--- src/rtl/sprite_pkg.sv ---
// sprite_pkg: shared constants and types for the sprite ROM arbiter.
//   N_REQ_DEF / ADDR_W_DEF / DATA_W_DEF : default build sizes
//   ID_W                                : requester id width (covers up to 4 requesters)
//   REQ_*                               : requester index assignment
//   tag_t                               : {valid, id} carried alongside each in-flight ROM read
package sprite_pkg;

  localparam int N_REQ_DEF  = 4;
  localparam int ADDR_W_DEF = 16;
  localparam int DATA_W_DEF = 8;
  localparam int ID_W       = 2;

  localparam logic [ID_W-1:0] REQ_DOODLER = 2'd0;
  localparam logic [ID_W-1:0] REQ_MONSTER = 2'd1;
  localparam logic [ID_W-1:0] REQ_TOOL    = 2'd2;
  localparam logic [ID_W-1:0] REQ_BULLET  = 2'd3;

  typedef struct packed {
    logic            valid;
    logic [ID_W-1:0] id;
  } tag_t;

endpackage

--- src/rtl/rr_arbiter.sv ---
// rr_arbiter: round-robin grant search with fixed-priority override.
//   clk, rst_n : clock, async active-low reset
//   req        : per-requester level request
//   pri_en     : override enable; pri_id wins when it is requesting
//   pri_id     : override requester (ignored when >= N_REQ)
//   gnt        : one-hot grant, combinational
//   gnt_vld    : a grant is being issued this cycle
//   gnt_id     : index of the granted requester
module rr_arbiter
  import sprite_pkg::*;
#(
  parameter int N_REQ = N_REQ_DEF
) (
  input  logic             clk,
  input  logic             rst_n,
  input  logic [N_REQ-1:0] req,
  input  logic             pri_en,
  input  logic [ID_W-1:0]  pri_id,
  output logic [N_REQ-1:0] gnt,
  output logic             gnt_vld,
  output logic [ID_W-1:0]  gnt_id
);

  logic [ID_W-1:0] rr_ptr;
  logic            hit;
  logic [ID_W-1:0] hit_id;
  logic [ID_W-1:0] scan_idx;
  logic            pri_hit;

  assign pri_hit = pri_en && (int'(pri_id) < N_REQ) && req[pri_id];

  // Rotating search: first requester at or after rr_ptr, wrapping.
  always_comb begin
    hit      = 1'b0;
    hit_id   = '0;
    scan_idx = '0;
    for (int k = 0; k < N_REQ; k++) begin
      scan_idx = ID_W'((int'(rr_ptr) + k) % N_REQ);
      if (!hit && req[scan_idx]) begin
        hit    = 1'b1;
        hit_id = scan_idx;
      end
    end
  end

  // Grant is forced low while in reset so every output reads zero.
  always_comb begin
    gnt_vld = rst_n && (pri_hit || hit);
    gnt_id  = pri_hit ? pri_id : hit_id;
    gnt     = '0;
    if (gnt_vld) gnt[gnt_id] = 1'b1;
  end

  // Override grants also move the pointer so the others are not starved.
  always_ff @(posedge clk or negedge rst_n) begin
    if (!rst_n)       rr_ptr <= '0;
    else if (gnt_vld) rr_ptr <= (int'(gnt_id) == N_REQ - 1) ? '0 : gnt_id + 1'b1;
  end

endmodule

--- src/rtl/sprite_rom_arbiter.sv ---
// sprite_rom_arbiter: shares one single-port sprite ROM among the sprite fetchers.
//   Clk, Reset_n : 50 MHz system clock, async active-low reset
//   req, addr    : per-requester level request and address (slice i for req[i])
//   pri_en/pri_id: fixed-priority override
//   gnt          : one-hot grant, combinational in the request cycle
//   rom_addr/rden: registered ROM address / read enable
//   rom_q        : ROM data, valid ROM_LAT cycles after the registered address
//   rd_valid     : registered one-hot return strobe; rd_data qualified by it
//   busy         : any read in flight
module sprite_rom_arbiter
  import sprite_pkg::*;
#(
  parameter int N_REQ   = N_REQ_DEF,
  parameter int ADDR_W  = ADDR_W_DEF,
  parameter int DATA_W  = DATA_W_DEF,
  parameter int ROM_LAT = 2            // legal 1..4
) (
  input  logic                    Clk,
  input  logic                    Reset_n,
  input  logic [N_REQ-1:0]        req,
  input  logic [N_REQ*ADDR_W-1:0] addr,
  input  logic                    pri_en,
  input  logic [ID_W-1:0]         pri_id,
  output logic [N_REQ-1:0]        gnt,
  output logic [ADDR_W-1:0]       rom_addr,
  output logic                    rom_rden,
  input  logic [DATA_W-1:0]       rom_q,
  output logic [N_REQ-1:0]        rd_valid,
  output logic [DATA_W-1:0]       rd_data,
  output logic                    busy
);

  logic [N_REQ-1:0][ADDR_W-1:0] addr_v;
  logic                         gnt_vld;
  logic [ID_W-1:0]              gnt_id;
  tag_t [ROM_LAT:0]             tag_pipe;

  assign addr_v = addr;

  rr_arbiter #(.N_REQ(N_REQ)) u_arb (
    .clk     (Clk),
    .rst_n   (Reset_n),
    .req     (req),
    .pri_en  (pri_en),
    .pri_id  (pri_id),
    .gnt     (gnt),
    .gnt_vld (gnt_vld),
    .gnt_id  (gnt_id)
  );

  // Issue: rom_addr holds its last value when nothing is granted.
  always_ff @(posedge Clk or negedge Reset_n) begin
    if (!Reset_n) begin
      rom_addr <= '0;
      rom_rden <= 1'b0;
    end else begin
      rom_rden <= gnt_vld;
      if (gnt_vld) rom_addr <= addr_v[gnt_id];
    end
  end

  // Tag travels beside the read; the last stage lines up with rom_q.
  always_ff @(posedge Clk or negedge Reset_n) begin
    if (!Reset_n) begin
      tag_pipe <= '0;
    end else begin
      tag_pipe[0] <= '{valid: gnt_vld, id: gnt_id};
      for (int k = 1; k <= ROM_LAT; k++) tag_pipe[k] <= tag_pipe[k-1];
    end
  end

  always_ff @(posedge Clk or negedge Reset_n) begin
    if (!Reset_n) begin
      rd_valid <= '0;
      rd_data  <= '0;
    end else begin
      rd_valid <= '0;
      if (tag_pipe[ROM_LAT].valid) begin
        rd_valid <= N_REQ'(1) << tag_pipe[ROM_LAT].id;
        rd_data  <= rom_q;
      end
    end
  end

  always_comb begin
    busy = rom_rden;
    for (int k = 0; k <= ROM_LAT; k++) busy = busy | tag_pipe[k].valid;
  end

endmodule

--- config.mk ---
export PLATFORM = sky130hd
export DESIGN_NAME = sprite_rom_arbiter
export DESIGN_NICKNAME = d
export VERILOG_FILES = /design/src/rtl/sprite_pkg.sv /design/src/rtl/rr_arbiter.sv /design/src/rtl/sprite_rom_arbiter.sv
export SDC_FILE = /design/constraint.sdc
export NUM_CORES = 1
export LEC_CHECK = 0
export ABC_AREA = 1
export CORE_MARGIN = 3
export CORE_UTILIZATION = 40
export CTS_CLUSTER_SIZE = 40
export DETAILED_ROUTE_END_ITERATION = 6
export PLACE_DENSITY = 0.88
export SYNTH_ARGS = -nofsm -noshare
export SYNTH_HDL_FRONTEND = slang
export SYNTH_HIERARCHICAL = 1
export SYNTH_SLANG_ARGS = --single-unit
--- constraint.sdc ---
create_clock -name Clk -period 2.7 [get_ports Clk]
set_clock_uncertainty 0.2 [all_clocks]
set_input_delay 0.27 -clock Clk [delete_from_list [all_inputs] [get_ports Clk]]
set_output_delay 0.27 -clock Clk [all_outputs]
set_load 0.05 [all_outputs]
Word level (Yosys, flattened, before mapping)
Index checks and enable logic that the tools add are counted.
{"block": "totals", "inputBits": 81, "output_inout_bits": 34, "reg_bits": 39, "elab_cells": 61}
{"block": "classes", "reduce_logical": 10, "mux": 26, "n_eq_ne": 1, "n_bitwise": 2, "n_lt_le_gt_ge": 7, "shifts": 1, "addsub": 4}
{"op": "$bmux 16 s2", "count": 1}
{"op": "$lt 2x3->1 const B", "count": 6}
{"op": "$mux 16", "count": 1}
{"op": "$mux 2", "count": 6}
{"op": "$bmux 1 s2", "count": 5}
{"op": "$mux 1", "count": 10}
{"op": "$mux 4", "count": 2}
{"op": "$logic_and 1x1->1", "count": 6}
{"op": "$add 2x1->2 const B", "count": 2}
{"op": "$add 2x2->2 const B", "count": 2}
{"op": "$shl 1x2->4 const A", "count": 1}
{"op": "$logic_not 1->1", "count": 3}
{"op": "$demux 1 s2", "count": 1}
{"op": "$eq 2x1->1 const B", "count": 1}
{"op": "$ge 2x1->1 const B", "count": 1}
{"op": "$or 1x1->1", "count": 2}
{"op": "$logic_or 1x1->1", "count": 1}

Logic depth before layout (Yosys ltp)
{"block": "depth", "depth_word": 18, "mapped_depth": 19, "depth_no_buf": 17}

Modules after synthesis
The synthesis kept the hierarchy.
{"mod": "sprite_rom_arbiter", "seq_area_each_um2": 925.9, "cells_per_inst": 312, "instances": 1, "area_each_um2": 2074.5}
{"mod": "rr_arbiter", "seq_area_each_um2": 50.0, "cells_per_inst": 95, "instances": 1, "area_each_um2": 534.3}

Worst setup path after synthesis
OpenSTA, ideal clock, no wires.
{"block": "synth_path", "path_type": "register to output", "start": "register u_arb.rr_ptr[0]", "end": "output port gnt[3]", "t_arrival_ps": 2033, "required_time_ps": 2230, "stages_incl_launch_ff": 14, "setup_slack_ps": 197, "n_path_buf": 1, "path_cell_list": "dfrtp_1 > buf_6 > nand2_2 > nand2_2 > nor2_1 > nor2_1 > nand3_2 > nand2_2 > inv_2 > nand2_4 > inv_1 > ha_1 > inv_1 > nor2_1"}
{"block": "synth_between", "elab_chain_len": 18, "elab_cells_between_ends": 34, "classes_between": "add/sub: 3; order compare: 2; mux: 20; reduce/logical: 9"}
{"item": "start, declared", "line_no": "rr_arbiter.sv:24", "text": "logic [ID_W-1:0] rr_ptr;"}
{"item": "start signal, assigned", "line_no": "rr_arbiter.sv:57", "text": "else if (gnt_vld) rr_ptr <= (int'(gnt_id) == N_REQ - 1) ? '0 : gnt_id + 1'b1;"}
{"item": "branches (longest 17 deep; another with $add 2x1->2)"}
{"item": "$mux 4 (*)", "line_no": "rr_arbiter.sv:51", "text": "if (gnt_vld) gnt[gnt_id] = 1'b1;"}
{"item": "end, declared", "line_no": "sprite_rom_arbiter.sv:24", "text": "output logic [N_REQ-1:0] gnt,"}
Every way passes the cells marked *. The select of a mux whose other input is x is not followed.

Worst setup path after layout
{"block": "layout_path", "start": "input port req[1]", "end": "output port gnt[1]"}
{"block": "layout_between", "elab_chain_len": 18, "elab_cells_between_ends": 34, "classes_between": "order compare: 2; mux: 22; reduce/logical: 10"}
{"item": "start, declared", "line_no": "sprite_rom_arbiter.sv:20", "text": "input logic [N_REQ-1:0] req,"}
{"item": "$bmux 1 s2", "line_no": "rr_arbiter.sv:39", "text": "if (!hit && req[scan_idx]) begin"}
{"item": "$mux 1 (implied by the code)", "line_no": "rr_arbiter.sv:39"}
{"item": "$mux 1", "line_no": "rr_arbiter.sv:39"}
{"item": "$logic_not 1->1", "line_no": "rr_arbiter.sv:39"}
{"item": "$logic_and 1x1->1", "line_no": "rr_arbiter.sv:39"}
{"item": "$mux 1", "line_no": "rr_arbiter.sv:39"}
{"item": "$logic_not 1->1", "line_no": "rr_arbiter.sv:39"}
{"item": "$logic_and 1x1->1", "line_no": "rr_arbiter.sv:39"}
{"item": "[2 not listed]"}
{"item": "$logic_and 1x1->1", "line_no": "rr_arbiter.sv:39"}
{"item": "$mux 2", "line_no": "rr_arbiter.sv:39"}
{"item": "$mux 2", "line_no": "rr_arbiter.sv:49", "text": "gnt_id = pri_hit ? pri_id : hit_id;"}
{"item": "$lt 2x3->1 (implied by the code) or $ge 2x1->1 (tied branches)", "line_no": "rr_arbiter.sv:51"}
{"item": "$logic_and 1x1->1 (implied by the code)", "line_no": "rr_arbiter.sv:51"}
{"item": "$mux 1 (implied by the code)", "line_no": "rr_arbiter.sv:51"}
{"item": "$demux 1 s2"}
{"item": "$mux 4 (*)", "line_no": "rr_arbiter.sv:51"}
Mark *: on every way between the ends. The rest lies on a longest branch, timed or not. The select of a mux whose other input is x is not followed.

==> results.cfg <==
[synth]
synth_fp_nets = 492
synth.largest_area_cell = dfrtp_1
synth.yosys.seq_area_share = 0.374
synth-seq-cells = 39
yosysWarnings = 6
synthTopCellsByArea = dfrtp_1 (37%), nand2_1 (26%), inv_1 (12%)
synth_largest_type_area_fraction = 0.374
netlist_area_um2 = 2610
synth_cells = 407
synth_cell_types = 24
syn_area_per_cell_um2 = 6.41

[sta]
rsz0062_at_grt = yes
worstMarginPinSlew_ps = 537
drv_slew = 0
setup_viol = 1
finalCriticalPeriod_ps = 2710
setup_ws_ps = -10.6
max-slew-margin-rel = 0.641
hold_viol_final = 0
timing.fmax_mhz = 369
whs_ps = 151
timing.final.crit_share = 1.00

[critical_path]
critPathCaptureType = output pin
cp-start-kind = primary input
worstSetupPathType = in -> out
worst_r2r_path_depth = 16
cp_max_fo = 3
worstPathRequired_ps = 2230
arrival_ps = 2240

[power]
leakage_nw = 2.22
p_total_mw = 5.26
irDropWorstVdd_v = 0.00118
powerDensity_nw_per_um2 = 1300

[floorplan]
start_util = 0.426
die_w_um = 86.8
io_pins = 115
rows = 28
die_h_um = 86.8
dieArea_um2 = 7530
core_um2 = 6130

[placement]
dp_slack_ps = 30.2
routabilityCongestion = 0.896
io_buffers = 114
dp_hpwl_mm = 5.76

[run_status]
outcome = finished, violations left
violations = negative setup slack

[cts]
clk_pin_slew_ps = 70
clock_latency_ps = 280
numCtsBuffers = 5
cts_sinks = 39
h-tree-depth = 2
clock_path_buffers = 2
cts_root_buf = clkbuf_8
cts_tree = yes

[global_route]
grt_max_degree = 40
track_usage = 0.202
grt_pass1_wl_mm = 12.2
grt_antenna_before_repair = 0
grt_overflow = 0
grt_pass1_vias = 2640

[routing]
vias_per_cell = 4.68
first_iter_violations = 128
wl_per_cell_um = 12.9
drt_pass1_iterations = 4
vias = 2803
routed_wl_mm = 7.75
ant_nets = 0
drc = 0

[layout]
fin_util = 0.661
finalNetCount = 608
final_layout_size_suffix_gt1_frac = 0.126
area_delta_synth_final_pct = 55.3
diodes = 0

[hold_path]
hold_class = reg -> reg
holdPathStages = 0

[job]
cap_violations = 0
==> sequential cells by signal, summed over array words and instances (netlist names) <==
register	cells
rom_addr	16
tag_pipe	9
rd_data	8
rd_valid	4
u_arb/rr_ptr	2
==> final cells by class <==
cell class / count / area, um2
clock inverter: 3 / 43.8
clock buffer: 5 / 68.8
inverter: 86 / 330
multi-input combinational: 266 / 1260
fill: 506 / 2080
timing repair buffer: 125 / 1270
tap: 75 / 93.8
sequential: 39 / 978
==> path summary, 6_finish.rpt <==
path / from / endpoint / slack, ps
setup / recovery: req[1] / gnt[1] / -10
hold / removal: tag_pipe[3] / tag_pipe[6] / 150
setup reg to reg: u_arb/rr_ptr[0] / rom_addr[7] / 210
hold reg to reg: tag_pipe[3] / tag_pipe[6] / 150
max in group asynchronous: Reset_n / u_arb/rr_ptr[0] / 1450
min in group asynchronous: Reset_n / rom_addr[14] / 500
==> per-stage QoR <==
| step | instances | TNS [ps] | instance area, um2 |
|---|---|---|---|
| floorplan | 407 | 0 | 2610 |
| global placement | 587 | 0 | 3780 |
| detailed placement | 587 | 0 | 3780 |
| CTS | 597 | 0 | 3940 |
| global route | 599 | -330 | 4050 |
| finish | 599 | -10.6 | 4050 |
==> Yosys cell counts <==
cell type	number
nor2_4	1
nor2_1	8
nand3b_1	1
buf_6	7
nand3_2	1
ha_1	4
o211ai_1	1
nand4_1	2
nor2b_1	1
nor3_1	4
inv_1	81
dfrtp_1	39
inv_4	1
nand2_4	2
nor2_2	1
a21oi_1	1
nand2_1	183
nand3_1	42
nand2_2	12
o21ai_1	1
o21ai_0	1
buf_4	5
inv_2	4
buf_2	4
==> layer usage <==
layer / GRT usage / routed length (um)
met5: 0 / 0
met4: 0.0326 / 136
met3: 0.0428 / 440
met2: 0.374 / 4020
met1: 0.243 / 3150
==> where the power goes <==
part           internal, mW  switching (mW)  total [mW]
sequential            0.846           0.170        1.02
combinational          1.35            2.41        3.76
clock                 0.275           0.205       0.481
==> placed cells by master, fill, tap and decap left out, types with 2 or more instances in the layout <==
master / n
clkbuf_8: 5
nor2_4: 3
dfrtp_2: 2
clkdlybuf4s50_1: 109
nand3_2: 3
buf_12: 4
ha_4: 2
buf_4: 7
nand2_1: 181
nand2_2: 13
nor2_2: 5
buf_6: 3
nor2_1: 2
nand3_1: 39
nand2_4: 3
inv_2: 6
inv_4: 3
inv_1: 77
dfrtp_1: 37
nand4_1: 2
nor3_1: 4
==> cell families (layout without fill, tap and decap cells) <==
logic type / count (synthesis) / count (layout) / share of synthesized area
AO/OA/AOI/OAI: 4 / 4 / 0.00863
adder cells (fa/ha/maj): 4 / 4 / 0.0192
buffers and inverters: 102 / 219 / 0.177
flip-flops: 39 / 39 / 0.374
AND/OR/NAND/NOR: 258 / 258 / 0.421
==> critical path, cell delays in order <==
cell	delay, ps
clkdlybuf4s50_1	480
inv_1	80
a21oi_1	160
o21ai_0	110
nand2_1	130
nand2_1	120
nand4_1	140
nand2_1	120
nor2b_4	180
ha_4	150
inv_2	40
nor2_4	130
buf_12	150
==> what timing repair did <==
action                                  4_1_cts  5_1_grt
resized for setup                             7       26
pin swaps                                     0        9
endpoints found under the setup margin        4        4
setup buffers                                 1        2
endpoints found under the hold margin        39        0
cloned                                        0        0
hold buffers                                  1        0
(Power assumes the default switching activity.)
